`src/rtl/sub32_serial.sv`:
```
// Serial two's-complement subtractor: diff = a - b, CHUNK bits per clock with a rippled borrow.
// Valid/ready on both sides; one operation in flight at a time.
module sub32_serial #(
    parameter int WIDTH = 32,
    parameter int CHUNK = 8
) (
    input  logic             clk,
    input  logic             rst,
    input  logic             in_valid,
    output logic             in_ready,
    input  logic [WIDTH-1:0] a,
    input  logic [WIDTH-1:0] b,
    output logic             out_valid,
    input  logic             out_ready,
    output logic [WIDTH-1:0] diff,
    output logic             borrow,
    output logic             ovf
);

    localparam int N  = WIDTH / CHUNK;
    localparam int KW = (N > 1) ? $clog2(N) : 1;
    localparam logic [KW-1:0] KLAST = KW'(N - 1);

    localparam logic [1:0] IDLE = 2'd0;
    localparam logic [1:0] RUN  = 2'd1;
    localparam logic [1:0] DONE = 2'd2;

    generate
        if (CHUNK <= 0 || (WIDTH % CHUNK) != 0) begin : g_chunk_check
            $error("sub32_serial: WIDTH must be a positive multiple of CHUNK");
        end
    endgenerate

    // One ripple slice: x + ~y + cin, carry-out in the top bit.
    function automatic logic [CHUNK:0] sub_slice(input logic [CHUNK-1:0] x,
                                                 input logic [CHUNK-1:0] y,
                                                 input logic             cin);
        return {1'b0, x} + {1'b0, ~y} + {{CHUNK{1'b0}}, cin};
    endfunction

    logic [1:0]       state;
    logic [KW-1:0]    k;
    logic [WIDTH-1:0] a_q;
    logic [WIDTH-1:0] b_q;
    logic             carry;
    logic [CHUNK:0]   slice;
    logic [CHUNK-1:0] s;
    logic             c_out;

    // Operands shift right one chunk per RUN cycle, so the active chunk is always the low one.
    assign slice = sub_slice(a_q[CHUNK-1:0], b_q[CHUNK-1:0], carry);
    assign s     = slice[CHUNK-1:0];
    assign c_out = slice[CHUNK];

    assign in_ready  = (state == IDLE);
    assign out_valid = (state == DONE);

    always_ff @(posedge clk or posedge rst) begin
        if (rst) begin
            state  <= IDLE;
            k      <= '0;
            a_q    <= '0;
            b_q    <= '0;
            carry  <= 1'b0;
            diff   <= '0;
            borrow <= 1'b0;
            ovf    <= 1'b0;
        end else begin
            case (state)
                IDLE: begin
                    if (in_valid) begin
                        a_q   <= a;
                        b_q   <= b;
                        carry <= 1'b1;
                        k     <= '0;
                        state <= RUN;
                    end
                end
                RUN: begin
                    a_q   <= a_q >> CHUNK;
                    b_q   <= b_q >> CHUNK;
                    // Result chunks enter at the top; after N cycles chunk k sits at bits k*CHUNK.
                    diff  <= (diff >> CHUNK) | (WIDTH'(s) << (WIDTH - CHUNK));
                    carry <= c_out;
                    k     <= k + 1'b1;
                    if (k == KLAST) begin
                        // On the last chunk the low bits of a_q/b_q hold the operand MSBs.
                        borrow <= ~c_out;
                        ovf    <= (a_q[CHUNK-1] != b_q[CHUNK-1]) & (s[CHUNK-1] != a_q[CHUNK-1]);
                        state  <= DONE;
                    end
                end
                DONE: begin
                    if (out_ready) begin
                        state <= IDLE;
                    end
                end
                default: state <= IDLE;
            endcase
        end
    end

endmodule
```
`config.mk`:
```
export PLATFORM = sky130hd
export DESIGN_NAME = sub32_serial
export DESIGN_NICKNAME = d
export VERILOG_FILES = /design/src/rtl/sub32_serial.sv
export SDC_FILE = /design/constraint.sdc
export NUM_CORES = 1
export LEC_CHECK = 0
export BUFFER_PORTS_ARGS = -buffer_cell sky130_fd_sc_hd__buf_2
export CAP_MARGIN = 20
export CORE_MARGIN = 8
export CORE_UTILIZATION = 40
export DETAILED_ROUTE_END_ITERATION = 8
export PLACE_DENSITY = 0.76
export SYNTH_ARGS = -nofsm -noshare
export SYNTH_HDL_FRONTEND = slang
export SYNTH_SLANG_ARGS = --single-unit
```
`constraint.sdc`:
```
create_clock -name clk -period 3.2 [get_ports clk]
set_clock_uncertainty 0.05 [all_clocks]
set_input_delay 0.64 -clock clk [delete_from_list [all_inputs] [get_ports clk]]
set_output_delay 0.64 -clock clk [all_outputs]
set_load 0.01 [all_outputs]
```
==> metrics.csv <==
metric,value,unit
status,finished clean,
LEAKAGE,0.00302,uW
dominant synthesized flop cell,dfrtp_1,
Post-CTS Resized,0,
Port Buffers,103,
Place WS,1.06,ns
WS Path Type,reg -> out,
Post-DP HPWL,8030,um
Critical Path RT,2.51,ns
"Hold Vio Cnt, Final",0,
worst vdd ir,0.371,mV
Yosys warnings,0,
Syn Inst Count,515,
hold buffer count at cts,0,
Worst setup EP type,output port,
antenna-violating nets left,0,
fraction of layout instances using a drive strength above 1,0.225,
Critical Path AT,1.60,ns
Post-CTS Setup Inserts,0,
Overflow after GRT,0,
Mapped Area,4870,um^2
Worst Path Max Fanout,32,
Layout Nets,677,
fill count,1124,
Setup WS post-layout,0.909,ns
"count leader, synth",nand2_1,
initial core utilization,0.408,
via/cell ratio,5.21,
sequential area share after synthesis,0.529,
Synthesized Nets,593,
Max Clock Freq,436,MHz
first-pass GRT wire length,18900,um
full die area,16000,um^2
startpoint types,flop,
Final setup violation count,0,
H-tree levels,3,
count of cell types in the netlist,40,
all-layer global routing usage,0.142,
synth cell count leaders,"nand2_1, dfrtp_1, a21oi_1",
ys async rst share,1.00,
WL final,11400,um
"area leader, netlist",dfrtp_1,
Post-Syn Area per Cell,9.47,um^2
worst hold path type,in -> async,
Total Negative Setup Slacks,0,ns
register bit total from synthesis,103,
Area contributors post-synth,"dfrtp_1, nand2_1, and3b_1, a21oi_1, o21ai_1",
CTS Buffer Depth,2,
Worst-Margin Slew,0.699,ns
starting DRC count in detailed routing,282,
area grow syn2layout,18.6,%
WL/cell,15.2,um
# DRC,0,
# Max-Cap Violations,0,
total core area,12000,um^2
"EDFF count, synth",0,
Rows,40,
"Reg clk slew, reported paths",0.07,ns
Root Driver,clkbuf_16,
CTS tree,built,
Max-slew headroom,0.534,
RSZ-0062 raised after global routing,no,
antenna diode count,0,
die boundary height,126,um
Finished Core Util,0.483,
clock latency on the worst-skew pair,0.35,ns
initial antenna violation count,0,
share of the synthesized area in the top cell type,0.529,
Final min period,2.29,ns
# IOs,104,
Num CTS Buffers,9,
largest net degree at the start of global routing,104,
Clock Sinks,103,
non-filler instance count after layout,751,
final period utilization,0.716,
total number of vias,3913,
Pwr Total,5920,uW
Reg2Reg Depth,9,
DIE WIDTH,126,um
P per Cell Area,1020,nW/um^2
Final Slew Violations,0,
gpl congestion,0.813,
number of global-route vias before repair,3886,
first drt pass iteration count,4,
Placed Cells,735,
path summary, 6_finish.rpt:
check	start	to	slack (ns)
max in group asynchronous	rst	state[0]	2.28
hold reg to reg	diff[1]	diff[1]	0.42
setup / recovery	state[1]	in_ready	0.91
min in group clk	diff[1]	diff[1]	0.42
hold / removal	rst	b_q[2]	0.41
setup reg to reg	carry	diff[30]	1.03
cell type report:
class | count | area (um^2) | area share
sequential | 103 | 2580 | 0.446
clock inverter | 6 | 72.6 | 0.0126
tap | 147 | 184 | 0.0318
clock buffer | 10 | 229 | 0.0396
inverter | 17 | 67.6 | 0.0117
timing repair buffer | 112 | 596 | 0.103
multi-input combinational | 356 | 2050 | 0.355
metal layers:
layer,global-route usage,share of wire,up-vias
li1,-,-,1929
met1,0.188,0.47,1827
met2,0.211,0.44,143
met3,0.0561,0.077,14
met4,0.0382,0.014,0
met5,0,0,-
layout by cell type, fill, tap and decap left out, types with 4 or more instances in the layout:
cell type  instances
a21oi_1           51
a22o_1            17
and3b_1           46
buf_2            103
buf_4              8
clkbuf_16          9
dfrtp_1          101
ha_1               8
inv_1             16
nand2_1          129
nor2_1             6
nor2b_1            4
o21ai_0            5
o21ai_1           46
o22ai_1            7
state kept, by name (all words and copies together) (netlist names):
| signal | flops |
|---|---|
| state | 2 |
| k | 2 |
| diff | 32 |
| carry | 1 |
| a_q | 32 |
| borrow | 1 |
| ovf | 1 |
| b_q | 32 |
report_power, final:
| group | switching (uW) | leakage (uW) | internal (uW) |
|---|---|---|---|
| clock | 494 | 0.000150 | 620 |
| combinational | 1510 | 0.00155 | 1050 |
| sequential | 386 | 0.00132 | 1850 |
per-stage QoR:
step / hold WS, ns / cell area, um^2
2_1_floorplan: 0.404 / 4880
3_3_place_gp: 0.402 / 5480
3_5_place_dp: 0.408 / 5480
4_1_cts: 0.425 / 5780
5_1_grt: 0.439 / 5780
6_report: 0.407 / 5780
worst max-delay path: stages, from the launching register on:
cell	delay, ns
dfrtp_2	0.64
buf_4	0.40
nor2_1	0.07
buf_2	0.14
cell families after synthesis:
| logic type | count (synthesis) | synth area share |
|---|---|---|
| AND/OR/NAND/NOR | 198 | 0.208 |
| XOR/XNOR | 2 | 0.00359 |
| buffers and inverters | 56 | 0.0511 |
| flip-flops | 103 | 0.529 |
| multiplexers | 1 | 0.00205 |
| adder cells (fa/ha/maj) | 10 | 0.0287 |
| AO/OA/AOI/OAI | 145 | 0.178 |
Note: power is estimated with default switching activity, not from simulation.
